[src/rtl/i2s_tx_seq_ctrl.sv]
// I2S TX serializer channel sequencer (master mode, sck_i domain).
// Generates WS, gates the FIFO->channel handshake, preloads the channel,
// counts underruns and stops cleanly on a frame boundary.
module i2s_tx_seq_ctrl #(
  parameter int unsigned PRELOAD_WORDS = 2,
  parameter int unsigned ERR_CNT_W     = 8
) (
  input  logic                 sck_i,
  input  logic                 rst_i,
  input  logic                 cfg_en_i,
  input  logic                 cfg_2ch_i,
  input  logic [4:0]           cfg_wlen_i,
  input  logic [2:0]           cfg_wnum_i,
  input  logic [31:0]          up_data_i,
  input  logic                 up_valid_i,
  output logic                 up_ready_o,
  output logic [31:0]          ch_data_o,
  output logic                 ch_valid_o,
  input  logic                 ch_ready_i,
  output logic                 ch_en_o,
  output logic                 ws_o,
  output logic                 frame_done_o,
  output logic                 underrun_o,
  output logic [ERR_CNT_W-1:0] underrun_cnt_o,
  output logic                 busy_o
);

  typedef enum logic [1:0] {
    S_IDLE    = 2'd0,
    S_PRELOAD = 2'd1,
    S_RUN     = 2'd2,
    S_STOP    = 2'd3
  } state_t;

  localparam logic [7:0] PRE_LAST = 8'(PRELOAD_WORDS - 1);

  state_t               state_q, state_d;
  logic [4:0]           bit_q;
  logic [2:0]           word_q;
  logic [7:0]           pre_q;
  logic                 ws_q;
  logic                 ch_en_q;
  logic [ERR_CNT_W-1:0] err_q;
  logic                 cfg_2ch_q;
  logic [4:0]           wlen_q;
  logic [2:0]           wnum_q;

  logic counting;
  logic last_bit;
  logic last_word;
  logic half_end;
  logic frame_end;
  logic handshake;
  logic underrun;
  logic active;

  // Lane-count shadow is held for the channel configuration; nothing here consumes it.
  logic unused_cfg_2ch;
  assign unused_cfg_2ch = cfg_2ch_q;

  // Frame position decode and handshake gating; reset blocks pops and pulses at once.
  always_comb begin
    counting   = (state_q == S_RUN) || (state_q == S_STOP);
    last_bit   = (bit_q == wlen_q);
    last_word  = (word_q == wnum_q);
    half_end   = counting && last_bit && last_word;
    frame_end  = half_end && ws_q;
    handshake  = ch_ready_i && up_valid_i;
    underrun   = counting && ch_ready_i && !up_valid_i;
    active     = (state_q != S_IDLE) && !rst_i;
  end

  assign ch_data_o      = up_data_i;
  assign ch_valid_o     = up_valid_i && active;
  assign up_ready_o     = ch_ready_i && active;
  assign frame_done_o   = frame_end && !rst_i;
  assign underrun_o     = underrun && !rst_i;
  assign ws_o           = ws_q;
  assign ch_en_o        = ch_en_q;
  assign underrun_cnt_o = err_q;
  assign busy_o         = (state_q != S_IDLE);

  // Next-state selection; re-enable in STOP resumes RUN ahead of the frame-end exit.
  always_comb begin
    state_d = state_q;
    unique case (state_q)
      S_IDLE:    if (cfg_en_i) state_d = S_PRELOAD;
      S_PRELOAD: begin
        if (!cfg_en_i)                         state_d = S_IDLE;
        else if (handshake && pre_q == PRE_LAST) state_d = S_RUN;
      end
      S_RUN:     if (!cfg_en_i) state_d = S_STOP;
      S_STOP: begin
        if (cfg_en_i)       state_d = S_RUN;
        else if (frame_end) state_d = S_IDLE;
      end
      default:   state_d = S_IDLE;
    endcase
  end

  // State, counters, registered WS/enable, shadow config and underrun counter.
  always_ff @(posedge sck_i) begin
    if (rst_i) begin
      state_q   <= S_IDLE;
      bit_q     <= '0;
      word_q    <= '0;
      pre_q     <= '0;
      ws_q      <= 1'b0;
      ch_en_q   <= 1'b0;
      err_q     <= '0;
      cfg_2ch_q <= 1'b0;
      wlen_q    <= '0;
      wnum_q    <= '0;
    end else begin
      state_q <= state_d;
      ch_en_q <= (state_d != S_IDLE);

      if ((state_d == S_RUN) || (state_d == S_STOP)) begin
        if (half_end) ws_q <= ~ws_q;
      end else begin
        ws_q <= 1'b0;
      end

      if (counting && ((state_d == S_RUN) || (state_d == S_STOP))) begin
        bit_q <= last_bit ? '0 : bit_q + 5'd1;
        if (last_bit) word_q <= last_word ? '0 : word_q + 3'd1;
      end else begin
        bit_q  <= '0;
        word_q <= '0;
      end

      if ((state_q == S_PRELOAD) && (state_d == S_PRELOAD)) begin
        if (handshake) pre_q <= pre_q + 8'd1;
      end else begin
        pre_q <= '0;
      end

      if ((state_q == S_IDLE) && (state_d == S_PRELOAD)) begin
        err_q     <= '0;
        cfg_2ch_q <= cfg_2ch_i;
        wlen_q    <= cfg_wlen_i;
        wnum_q    <= cfg_wnum_i;
      end else if (underrun && (err_q != '1)) begin
        err_q <= err_q + 1'b1;
      end
    end
  end

endmodule

[config.mk]
export PLATFORM = sky130hd
export DESIGN_NAME = i2s_tx_seq_ctrl
export DESIGN_NICKNAME = d
export VERILOG_FILES = /design/src/rtl/i2s_tx_seq_ctrl.sv
export SDC_FILE = /design/constraint.sdc
export NUM_CORES = 1
export LEC_CHECK = 0
export ABC_AREA = 1
export CAP_MARGIN = 20
export CORE_MARGIN = 4
export CORE_UTILIZATION = 62
export DETAILED_ROUTE_END_ITERATION = 6
export DONT_BUFFER_PORTS = 1
export PLACE_DENSITY = 0.89
export SETUP_SLACK_MARGIN = 0.1
export SLEW_MARGIN = 25
export SYNTH_ARGS = -nofsm -noshare
export SYNTH_HDL_FRONTEND = slang
export SYNTH_SLANG_ARGS = --single-unit
[constraint.sdc]
create_clock -name sck_i -period 1.7 [get_ports sck_i]
set_input_delay 0.34 -clock sck_i [delete_from_list [all_inputs] [get_ports sck_i]]
set_output_delay 0.34 -clock sck_i [all_outputs]
set_load 0.01 [all_outputs]
==> qor.txt <==
Initial Util: 64.6%
Syn Nets: 313
crit path max fanout: 3
first-pass GRT wire length: 6780 µm
GRT Residual Overflow: 0
time the worst path needs with I/O delays and setup: 1.75 ns
global placer's final weighted congestion: 0.789
CTS tree: done
share of cells above drive strength 1: 23.0%
final setup vio count: 1
Final Skew: 0.00175 ns
Worst EP required: 1.36 ns
fin nets: 303
Yosys top cell area share: 36.5%
vias in the first global route: 1597
top-count cell post-synth: nand2_1
CP arrival: 1.41 ns
routed len/inst: 13.4 µm
Max Freq: 573 MHz
Final Hold Fails: 0
maxcap violations: 0
RSZ-0062 raised after global routing: true
worst vdd ir: 421 µV
core area: 3050 µm²
final worst setup slack: -0.0462 ns
Synth Cell Area: 1970 µm²
IO buf count: 0
DRT Wirelength: 3970 µm
mean area per synthesized cell: 7.53 µm²
top cells by count, synth: 44 x nand2_1, 36 x dfxtp_1, 32 x buf_4, 32 x nor2_1, 26 x inv_1
TritonCTS buffer count: 5
fin crit share: 103%
critical path, cell by cell: inv_2, nand2_1, nand2_1, nor2_2, nand3_4, nor2_4, nand2_2, nor2_4
Synth async-reset ratio: 0%
register area share after synthesis: 36.5%
top cells by area, synth: dfxtp_1 37%, buf_4 12%, nand2_1 8.4%
Worst Tran Pin Value: 0.374 ns
Die Ht: 64.4 µm
clock latency on the worst-skew pair: 0.33 ns
initial drt markers: 81
CP max stage delay: 0.37 ns
via count: 1570
post-DP HPWL: 2670 µm
Ports: 93
area of the multi-input gates: 945 µm²
Netlist cell types: 28
EDFF count, synth: 0
Max-slew headroom: 75.0%
failing checks: setup timing
dominant synthesized flop cell: dfxtp_1
largest net degree at the start of global routing: 15
crit-path leading delay family: simple AND/OR/NAND/NOR gates
Synth Register Bits: 36
Worst Setup Start Kind: register
DR DRC count: 0
CP Capture Type: primary output
Sink Count: 36
die width: 64.4 µm
cells after synthesis: 262
CTS root buf: clkbuf_4
Max Slew Vio Count: 0
storage element area: 743 µm²
crit path kind: register to primary output
worst min path class: input pin to register
area added between synthesis and finish: 3.61%
CP max-delay cell: dfxtp_4
H-tree depth: 2
Tot Pwr: 1540 µW
remaining antenna violation count: 0
power density cells: 751 nW/µm²
Rows: 20
maximum root-to-sink buffer count: 2
Filler cells: 256
via density per instance: 5.30
hold_ws: 0.145 ns
initial antenna violation count: 0
first drt pass iteration count: 4
GRT Overall Usage: 20.7%
Inserted Diodes: 0
number of buffers and inverters on the critical path: 1
P_leak: 0.000824 µW
post-synth top area cell: dfxtp_1
clock transition at the registers of the reported paths: 0.10 ns
die area: 4150 µm²
status: finished with violations
Yosys warning count: 0
-- state kept, by name (all words and copies together) (netlist names) --
register        count
pre_q               8
state_q             2
ch_en_o             1
wnum_q              3
wlen_q              5
ws_o                1
underrun_cnt_o      8
word_q              3
bit_q               5
-- final cells by class --
cell class	count	share of cell area [%]
flip-flops and latches	36	36.4
clock buffers	7	3.18
inverters	29	5.32
repair buffers	17	6.24
multi-input cells	163	46.2
well taps	44	2.69
-- worst paths after layout --
| kind | to | slack [ns] | start | cells past startpoint |
|---|---|---|---|---|
| max | frame_done_o | -0.05 | bit_q[3] | 8 |
| min | wlen_q[4] | 0.14 | cfg_wlen_i[4] | 2 |
| max reg2reg | bit_q[4] | 0.19 | bit_q[3] | 10 |
| min reg2reg | wlen_q[0] | 0.47 | wlen_q[0] | 2 |
-- what timing repair did --
| item | in CTS | in global routing |
|---|---|---|
| buffers inserted | 6 | 1 |
| resized for setup | 18 | 11 |
| gates cloned | 0 | 0 |
| endpoints found under the setup margin | 4 | 13 |
| hold buffers | 0 | 0 |
| pin swaps | 4 | 3 |
-- worst reg2reg max path, cell delays in order, from the launching register on --
cell     delay, ns
dfxtp_4       0.37
inv_2         0.03
nand2_1       0.04
nand2_1       0.06
nor2_2        0.17
nand3_4       0.10
nor2_4        0.10
buf_4         0.14
nand4_4       0.08
nand4_1       0.22
nor2_1        0.08
-- placed cells by master, fill, tap and decap left out, drive strengths merged --
| master | count |
|---|---|
| a211oi | 1 |
| nor3 | 10 |
| nor4 | 2 |
| ha | 5 |
| inv | 29 |
| nand2 | 47 |
| nor2 | 35 |
| nand4 | 7 |
| dfxtp | 36 |
| o31ai | 1 |
| and3 | 1 |
| o21ai | 10 |
| and2 | 1 |
| clkbuf | 7 |
| a21oi | 13 |
| xnor2 | 5 |
| nand3 | 12 |
| buf | 17 |
| nor3b | 2 |
| xor2 | 11 |
-- layer usage --
| metal | vias to the layer above | global-route usage [%] | share of wire [%] |
|---|---|---|---|
| met3 | 28 | 7.97 | 9.7 |
| met1 | 705 | 21.6 | 38 |
| li1 | 782 | - | - |
| met5 | - | 0 | 0 |
| met4 | 0 | 11.9 | 3.2 |
| met2 | 55 | 35.4 | 49 |
-- cells by family (layout without fill, tap and decap cells) --
| logic type | Yosys count | in the layout | synth area share, % |
|---|---|---|---|
| buffers and inverters | 63 | 53 | 18.5 |
| and+or+nand+nor | 117 | 117 | 28.1 |
| AOI/OAI and AO/OA | 25 | 25 | 6.60 |
| DFF | 36 | 36 | 36.5 |
| adders and majority gates | 5 | 5 | 3.17 |
| xor gates and xnor gates | 16 | 16 | 7.10 |
-- power by group --
group	switching, µW	internal, µW	leakage [µW]
registers	15.0	861	0.000298
logic	96.0	55.7	0.000489
clock network	274	235	0.0000374
total	385	1150	0.000824
-- stage by stage --
step           area [µm²]  std cells  setup TNS (ns)  util (%)  setup WS, ns
3_5_place_dp         1850        282               0      60.5         0.124
4_1_cts              2000        295         -0.0616      65.6       -0.0616
3_3_place_gp         1850        282               0      60.5         0.148
2_1_floorplan        1970        262               0         -         0.209
6_report             2040        296         -0.0462      67.0       -0.0462
5_1_grt              2040        296          -0.138      67.0        -0.138
Power figures use the tool's default switching activity.
